`config.mk`:
```
export PLATFORM = sky130hd
export DESIGN_NAME = writeback_sequencer_flat
export DESIGN_NICKNAME = d
export VERILOG_FILES = /design/src/rtl/writeback_sequencer_if.sv /design/src/rtl/writeback_sequencer.sv /design/src/flat_wrapper.sv
export SDC_FILE = /design/constraint.sdc
export NUM_CORES = 1
export LEC_CHECK = 0
export ABC_AREA = 0
export CAP_MARGIN = 20
export CORE_ASPECT_RATIO = 0.6
export CORE_MARGIN = 5
export CORE_UTILIZATION = 46
export CTS_CLUSTER_DIAMETER = 120
export CTS_CLUSTER_SIZE = 10
export DETAILED_ROUTE_END_ITERATION = 8
export PLACE_DENSITY = 0.88
export SLEW_MARGIN = 20
export SYNTH_ARGS = -nofsm -noshare
export SYNTH_HDL_FRONTEND = slang
export SYNTH_SLANG_ARGS = --single-unit
```
`constraint.sdc`:
```
create_clock -name clk -period 2.25 [get_ports clk]
set_input_delay 0.3375 -clock clk [delete_from_list [all_inputs] [get_ports clk]]
set_output_delay 0.3375 -clock clk [all_outputs]
set_load 0.02 [all_outputs]
```
`src/rtl/writeback_sequencer_if.sv`:
```
// Data-memory handshake between the writeback sequencer (master) and the
// variable-latency data memory (slave).
interface writeback_sequencer_if;
    logic        mem_req;
    logic        mem_we;
    logic        mem_ready;
    logic [31:0] mem_rdata;

    modport master (
        output mem_req,
        output mem_we,
        input  mem_ready,
        input  mem_rdata
    );

    modport slave (
        input  mem_req,
        input  mem_we,
        output mem_ready,
        output mem_rdata
    );
endinterface

```
`src/rtl/writeback_sequencer.sv`:
```
// RV32I writeback sequencer: single-cycle pass-through for non-memory
// instructions, stretched load/store handshake with timeout for memory ones.
module writeback_sequencer #(
    parameter int unsigned TIMEOUT = 255
) (
    input  logic                  clk,
    input  logic                  rst_n,
    input  logic                  instr_valid,
    input  logic [1:0]            ResultSrc_in,
    input  logic                  RegWrite_in,
    input  logic                  MemRead,
    input  logic                  MemWrite,
    input  logic [4:0]            Rd_in,
    writeback_sequencer_if.master mem,
    output logic [1:0]            ResultSrc,
    output logic                  RegWrite,
    output logic [4:0]            Rd,
    output logic [31:0]           RD_q,
    output logic                  stall,
    output logic                  mem_fault
);

    typedef enum logic [1:0] {
        IDLE,
        MEM_WAIT,
        WB
    } state_t;

    localparam logic [15:0] LAST_WAIT = 16'(TIMEOUT - 1);

    state_t      state;
    logic [15:0] wait_cnt;
    logic [4:0]  rd_l;
    logic        regwrite_l;
    logic        load_l;
    logic        aborted_l;
    logic        mem_op;

    assign mem_op = instr_valid & (MemRead | MemWrite);

    always_ff @(posedge clk or negedge rst_n) begin
        if (!rst_n) begin
            state      <= IDLE;
            wait_cnt   <= '0;
            rd_l       <= '0;
            regwrite_l <= 1'b0;
            load_l     <= 1'b0;
            aborted_l  <= 1'b0;
            RD_q       <= '0;
            mem_fault  <= 1'b0;
        end else begin
            unique case (state)
                IDLE: begin
                    if (mem_op) begin
                        rd_l       <= Rd_in;
                        regwrite_l <= RegWrite_in;
                        // Load takes priority when both MemRead and MemWrite are set
                        load_l     <= MemRead;
                        aborted_l  <= 1'b0;
                        wait_cnt   <= '0;
                        state      <= MEM_WAIT;
                    end
                end
                MEM_WAIT: begin
                    if (mem.mem_ready) begin
                        if (load_l) begin
                            RD_q <= mem.mem_rdata;
                        end
                        state <= WB;
                    end else if (wait_cnt == LAST_WAIT) begin
                        mem_fault <= 1'b1;
                        aborted_l <= 1'b1;
                        state     <= WB;
                    end else begin
                        wait_cnt <= wait_cnt + 16'd1;
                    end
                end
                WB: begin
                    state <= IDLE;
                end
                default: begin
                    state <= IDLE;
                end
            endcase
        end
    end

    // Outputs decode from the registered state; IDLE passes decode straight through
    always_comb begin
        mem.mem_req = 1'b0;
        mem.mem_we  = 1'b0;
        stall       = 1'b0;
        RegWrite    = 1'b0;
        ResultSrc   = 2'b00;
        Rd          = Rd_in;
        unique case (state)
            IDLE: begin
                if (mem_op) begin
                    mem.mem_req = 1'b1;
                    mem.mem_we  = MemWrite & ~MemRead;
                    stall       = 1'b1;
                    ResultSrc   = 2'b01;
                end else if (instr_valid) begin
                    ResultSrc = ResultSrc_in;
                    RegWrite  = RegWrite_in;
                end
            end
            MEM_WAIT: begin
                mem.mem_req = 1'b1;
                mem.mem_we  = ~load_l;
                stall       = 1'b1;
                ResultSrc   = 2'b01;
                Rd          = rd_l;
            end
            WB: begin
                ResultSrc = 2'b01;
                Rd        = rd_l;
                RegWrite  = regwrite_l & load_l & ~aborted_l;
            end
            default: begin
                mem.mem_req = 1'b0;
            end
        endcase
    end

endmodule

```
`src/flat_wrapper.sv`:
```
// flat-port wrapper written by rule: the top's interface ports become plain ports
module writeback_sequencer_flat 
#(
    parameter int unsigned TIMEOUT = 255
)
  (clk, rst_n, instr_valid, ResultSrc_in, RegWrite_in, MemRead, MemWrite, Rd_in, ResultSrc, RegWrite, Rd, RD_q, stall, mem_fault, mem_mem_req, mem_mem_we, mem_mem_ready, mem_mem_rdata);
  writeback_sequencer_if mem_i ();
  input  logic clk;
  input  logic rst_n;
  input  logic instr_valid;
  input  logic [1:0] ResultSrc_in;
  input  logic RegWrite_in;
  input  logic MemRead;
  input  logic MemWrite;
  input  logic [4:0] Rd_in;
  output logic [1:0] ResultSrc;
  output logic RegWrite;
  output logic [4:0] Rd;
  output logic [31:0] RD_q;
  output logic stall;
  output logic mem_fault;
  output wire logic [$bits(mem_i.mem_req)-1:0] mem_mem_req;
  output wire logic [$bits(mem_i.mem_we)-1:0] mem_mem_we;
  input wire logic [$bits(mem_i.mem_ready)-1:0] mem_mem_ready;
  input wire logic [$bits(mem_i.mem_rdata)-1:0] mem_mem_rdata;
  assign mem_mem_req = mem_i.mem_req;
  assign mem_mem_we = mem_i.mem_we;
  assign mem_i.mem_ready = mem_mem_ready;
  assign mem_i.mem_rdata = mem_mem_rdata;
  writeback_sequencer #(.TIMEOUT(TIMEOUT)) u_core (.clk(clk), .rst_n(rst_n), .instr_valid(instr_valid), .ResultSrc_in(ResultSrc_in), .RegWrite_in(RegWrite_in), .MemRead(MemRead), .MemWrite(MemWrite), .Rd_in(Rd_in), .mem(mem_i), .ResultSrc(ResultSrc), .RegWrite(RegWrite), .Rd(Rd), .RD_q(RD_q), .stall(stall), .mem_fault(mem_fault));
endmodule
```
==> Word level (Yosys, flattened, before mapping) <==
Cells that the tools add are included.
{ "op_classes": {"n_addsub": 1, "n_eq_ne": 8, "muxes": 23, "bitwise_logic": 9, "n_reduce_logical": 9} }
{ "op_table": {"columns": ["op", "count"], "rows": [
  ["$mux 16", 3],
  ["$pmux 16 s2", 1],
  ["$add 16x1->16 const B", 1],
  ["$eq 16x8->1 const B", 1],
  ["$mux 2", 5],
  ["$pmux 1 s2", 4],
  ["$pmux 2 s2", 2],
  ["$reduce_and 4->1", 2],
  ["$mux 1", 7],
  ["$reduce_and 3->1", 2],
  ["$mux 5", 1],
  ["$and 1x1->1", 4],
  ["$ne 2x1->1 const B", 2],
  ["$ne 2x2->1 const B", 2],
  ["$not 1->1", 4],
  ["$reduce_and 2->1", 2],
  ["$ne 3x2->1 const B", 1],
  ["$eq 2x1->1 const B", 1],
  ["$eq 2x2->1 const B", 1],
  ["$logic_not 2->1", 1],
  ["$reduce_bool 2->1", 1],
  ["$reduce_or 2->1", 1],
  ["$or 1x1->1", 1]
]} }
{ "word_totals": {"reg_bits": 59, "in_bits": 46, "out_inout_bits": 44} }

==> Logic depth before layout (Yosys ltp) <==
{ "logic_depth": {"ltp_word": 4, "ltp_mapped": 7} }

==> Worst setup path after synthesis <==
OpenSTA, ideal clock, no wires.
{ "synth_path": {"path_type": "register -> register", "startpoint": "register u_core.wait_cnt[8]", "endpoint": "register u_core.wait_cnt[14]", "arrival_ns": 1.908, "required_ns": 2.184, "slack_ns": 0.276, "stages_incl_launch_ff": 6, "path_buffers": 1, "cell_sequence": "dfrtp_1 -> or4_4 -> o41a_4 -> a21boi_4 -> buf_6 -> a22o_1"} }
{ "synth_between": {"elab_chain_cells": 4} }
{ "synth_lines": {"columns": ["element", "line", "rtl"], "rows": [
  ["start: declaration", "writeback_sequencer.sv:32", "logic [15:0] wait_cnt;"],
  ["start signal: assignment", "writeback_sequencer.sv:75", "wait_cnt <= wait_cnt + 16'd1;"],
  ["$add 16x1->16", "writeback_sequencer.sv:75", null],
  ["$mux 16", "writeback_sequencer.sv:70", "end else if (wait_cnt == LAST_WAIT) begin"],
  ["$mux 16", "writeback_sequencer.sv:65", "if (mem.mem_ready) begin"],
  ["$pmux 16 s2", "writeback_sequencer.sv:52", "unique case (state)"]
]} }
Parallel ways exist; a longest one is shown, timed or not. The select of a mux whose other input is x is not followed.
A chain may end at the register's enable or synchronous reset.

==> Worst setup path after layout <==
{ "layout_path": {"startpoint": "register u_core.state[1]", "endpoint": "output port RegWrite"} }
{ "layout_between": {"elab_chain_cells": 2} }
{ "layout_lines": {"columns": ["element", "line", "rtl"], "rows": [
  ["start: declaration", "writeback_sequencer.sv:31", "state_t state;"],
  ["start signal: assignment", "writeback_sequencer.sv:43", "state <= IDLE;"],
  ["start signal: assignment", "writeback_sequencer.sv:61", "state <= MEM_WAIT;"],
  ["start signal: assignment", "writeback_sequencer.sv:69", "state <= WB;"],
  ["$eq 2x2->1 / $logic_not 2->1 (equally long branches)", "writeback_sequencer.sv:96", "unique case (state)"],
  ["$pmux 1 s2 *", "writeback_sequencer.sv:96", null],
  ["end: declaration", "flat_wrapper.sv:17", "output logic RegWrite;"]
]} }
Every way passes the cells marked *; elsewhere a longest branch is shown, timed or not.

==> flow_summary.yaml <==
outcome:
  status: "completed"
clock_tree:
  cts_sinks: 59
  cts_max_level: 3
  root_buffer: "clkbuf_8"
  tritoncts: "yes"
  ctsLongestPathBuffers: 2
  clkLatencyLatePin_ns: 0.34
  cts_inserted_buffers: 9
  path_clk_slew_ns: 0.07
sta:
  holdWs_ns: 0.4840
  max_freq_ghz: 0.4648
  post-route-min-period_ns: 2.151
  setup_viol: 0
  hold_viol_final: 0
  timing.final.crit_share_pct: 95.61
  worst_pin_slew_ns: 0.5477
  fin_skew_ns: 0.01098
  tns_ns: 0
  rsz0062_at_grt: "no"
  finalMaxSlewViolations: 0
  slew_headroom_pct: 63.15
  layout_setup_ws_ns: 0.09867
global_routing:
  antenna_found_initial: 0
  globalRouteTotalUtil_pct: 20.73
  grt_pass1_wl_mm: 12.86
  grt_pass1_vias: 2561
  grt-ovfl-total: 0
  grt_max_degree: 33
placement:
  dpl_cell_area_um2: 3924
  gp_congestion: 0.8977
  dp_slack_ns: -0.008065
  dpl.hpwl_mm: 5.777
  portBuffers: 89
synth:
  seq_area_frac_synth_pct: 52.24
  syn-num-nets: 280
  synth.distinct_cells: 47
  ys_warn_count: 0
  syn_area_um2: 2826
  synthFlopType: "dfrtp_1"
  async_reset_ff_share_pct: 100.0
  postSynthAreaPerCell_um2: 12.40
  ys_ff_latch: 59
  postSynthCellCount: 228
  synth_edf_count: 0
drt:
  drtIter0Drc: 136
  drtAntennaViolNets: 0
  drc: 0
  via_count: 2332
  dr.pass1.iters: 4
  via_per_inst: 5.487
  wl_per_cell_um: 18.10
  drt-total-wl_mm: 7.693
power_and_ir_drop:
  combPwrFrac_pct: 50.2
  seq_power_share_pct: 33.3
  p_switching_mw: 1.871
  internal-power_mw: 3.106
  peakVddDrop_mv: 0.8914
  p_per_area_nw_per_um2: 1211
  p_leak_nw: 1.748
  p_clk_share_pct: 16.6
  swShare_pct: 37.59
worst_setup_path:
  path_class: "register to primary output"
  rr_endpoint: "u_core.wait_cnt[5]$_DFFE_PN0P_"
  setup.worst_path.start: "u_core.state[1]$_DFFE_PN0P_"
  arrival_ns: 1.81
  crit_fanout: 5
  r2r_start: "u_core.state[1]$_DFFE_PN0P_"
  worstSetupStartpointType: "register"
  r2r_slack_ns: 0.15
  r2r_cells: 7
  critPathCaptureType: "primary output"
  cp.required_ns: 1.91
final_layout:
  fillCellCount: 442
  fin_nets: 389
  final_cell_mix: "clkdlybuf4s50_1 (78), dfrtp_1 (59), mux2_2 (44), buf_4 (17), nand2_1 (10)"
  insertedDiodeCount: 0
  area_growth_pct: 45.42
  layout_commonest_cell: "clkdlybuf4s50_1"
  register_area_um2: 1476
  drive_gt1_share_pct: 24.93
  fin_area_um2: 4110
  multiInputGateArea_um2: 1282
worst_hold_path:
  min_path_type: "input pin to async pin"
floorplanning:
  coreArea_um2: 6028
  rows: 22
  die-area_um2: 7864
  io_pins: 90
  start_util_pct: 46.89
  die_h_um: 70.72
  die_w_um: 111.2
flow_run:
  max_cap_viol_count: 0
-- power groups by stage --
stage          logic [mW]  registers, mW  clock network, mW
3_3_place_gp         2.47           1.63                  0
4_1_cts              2.51           1.66              0.849
6_report             2.50           1.65              0.824
5_1_grt              2.67           1.70              0.917
2_1_floorplan       0.958           2.00                  0
3_5_place_dp         2.52           1.67                  0
-- cells in the mapped netlist (3+ instances only) --
library cell   n  share of area, %
mux2_2        44                18
o211ai_1       3              0.80
ha_1           6               2.7
o21ai_0        6               1.1
or3_1          3              0.66
clkbuf_1       6              0.80
mux2i_1        4               1.4
nand4b_1       3              0.93
a21oi_1        9               1.6
nor3_1         4              0.71
nand4_1        4              0.89
o2bb2ai_1      6               1.9
a21o_1         4               1.1
dfrtp_1       59                52
a31oi_1        3              0.66
nor4_1         5               1.1
inv_1          7              0.93
nand2_1       10               1.3
nand3_1        8               1.4
-- worst max path at each step --
| stage | end | depth (start not counted) |
|---|---|---|
| 6_report | RegWrite | 5 |
| 5_1_grt | ResultSrc[0] | 5 |
| 4_1_cts | RegWrite | 5 |
| 3_5_place_dp | ResultSrc[1] | 5 |
| 3_3_place_gp | ResultSrc[1] | 5 |
| 2_1_floorplan | u_core.wait_cnt[14]$_DFFE_PN0P_ | 5 |
-- stage by stage --
stage / power (mW) / std cells / util (%)
after floorplan: 2.956 / 228 / -
after global placement: 4.102 / 408 / 65.09
after detailed placement: 4.194 / 408 / 65.09
after CTS: 5.013 / 424 / 68.02
after global routing: 5.289 / 425 / 68.18
final: 4.977 / 425 / 68.18
-- critical path: stages (launching register included) --
cell             delay [ns]
dfrtp_1                0.40
inv_1                  0.14
ha_4                   0.18
nand4_1                0.09
nand2_1                0.08
clkdlybuf4s50_1        0.59
-- flip-flops by register name (all words and copies together), names as in the netlist --
register and flops:
u_core.RD_q 32, u_core.aborted_l 1, u_core.load_l 1, u_core.mem_fault 1, u_core.rd_l 5, u_core.regwrite_l 1, u_core.state 2, u_core.wait_cnt 16
-- cell families (layout without fill, tap and decap cells) --
group / Yosys count / count (layout) / synth area share (%)
buffers and inverters: 18 / 131 / 2.833
muxes: 48 / 48 / 18.95
and+or+nand+nor: 47 / 47 / 9.429
AOI/OAI and AO/OA: 50 / 50 / 13.90
DFF: 59 / 59 / 52.24
adders and majority gates: 6 / 6 / 2.656
-- layout make-up --
type                            instances  area share [%]
Clock buffer                            9           3.014
Clock inverter                          6           1.035
Inverter                                7          0.6393
Multi-Input combinational cell        151           31.20
Sequential cell                        59           35.92
Tap cell                               84           2.557
Timing Repair Buffer                  109           25.63
-- timing repair --
action,4_1_cts,5_1_grt
hold endpoints to repair,19,0
pin swaps,0,0
hold buffers,1,0
endpoints found under the setup margin,11,6
resized for setup,12,2
setup buffers,0,1
-- layer usage --
metal / vias up / part of all wire [%] / GRT usage (%)
met1: 1140 / 40 / 25.04
met2: 100 / 45 / 31.06
li1: 1080 / - / -
met3: 12 / 13 / 12.99
met5: - / 0 / 0
met4: 0 / 1.5 / 5.938
Note: power is estimated with default switching activity, not from simulation.
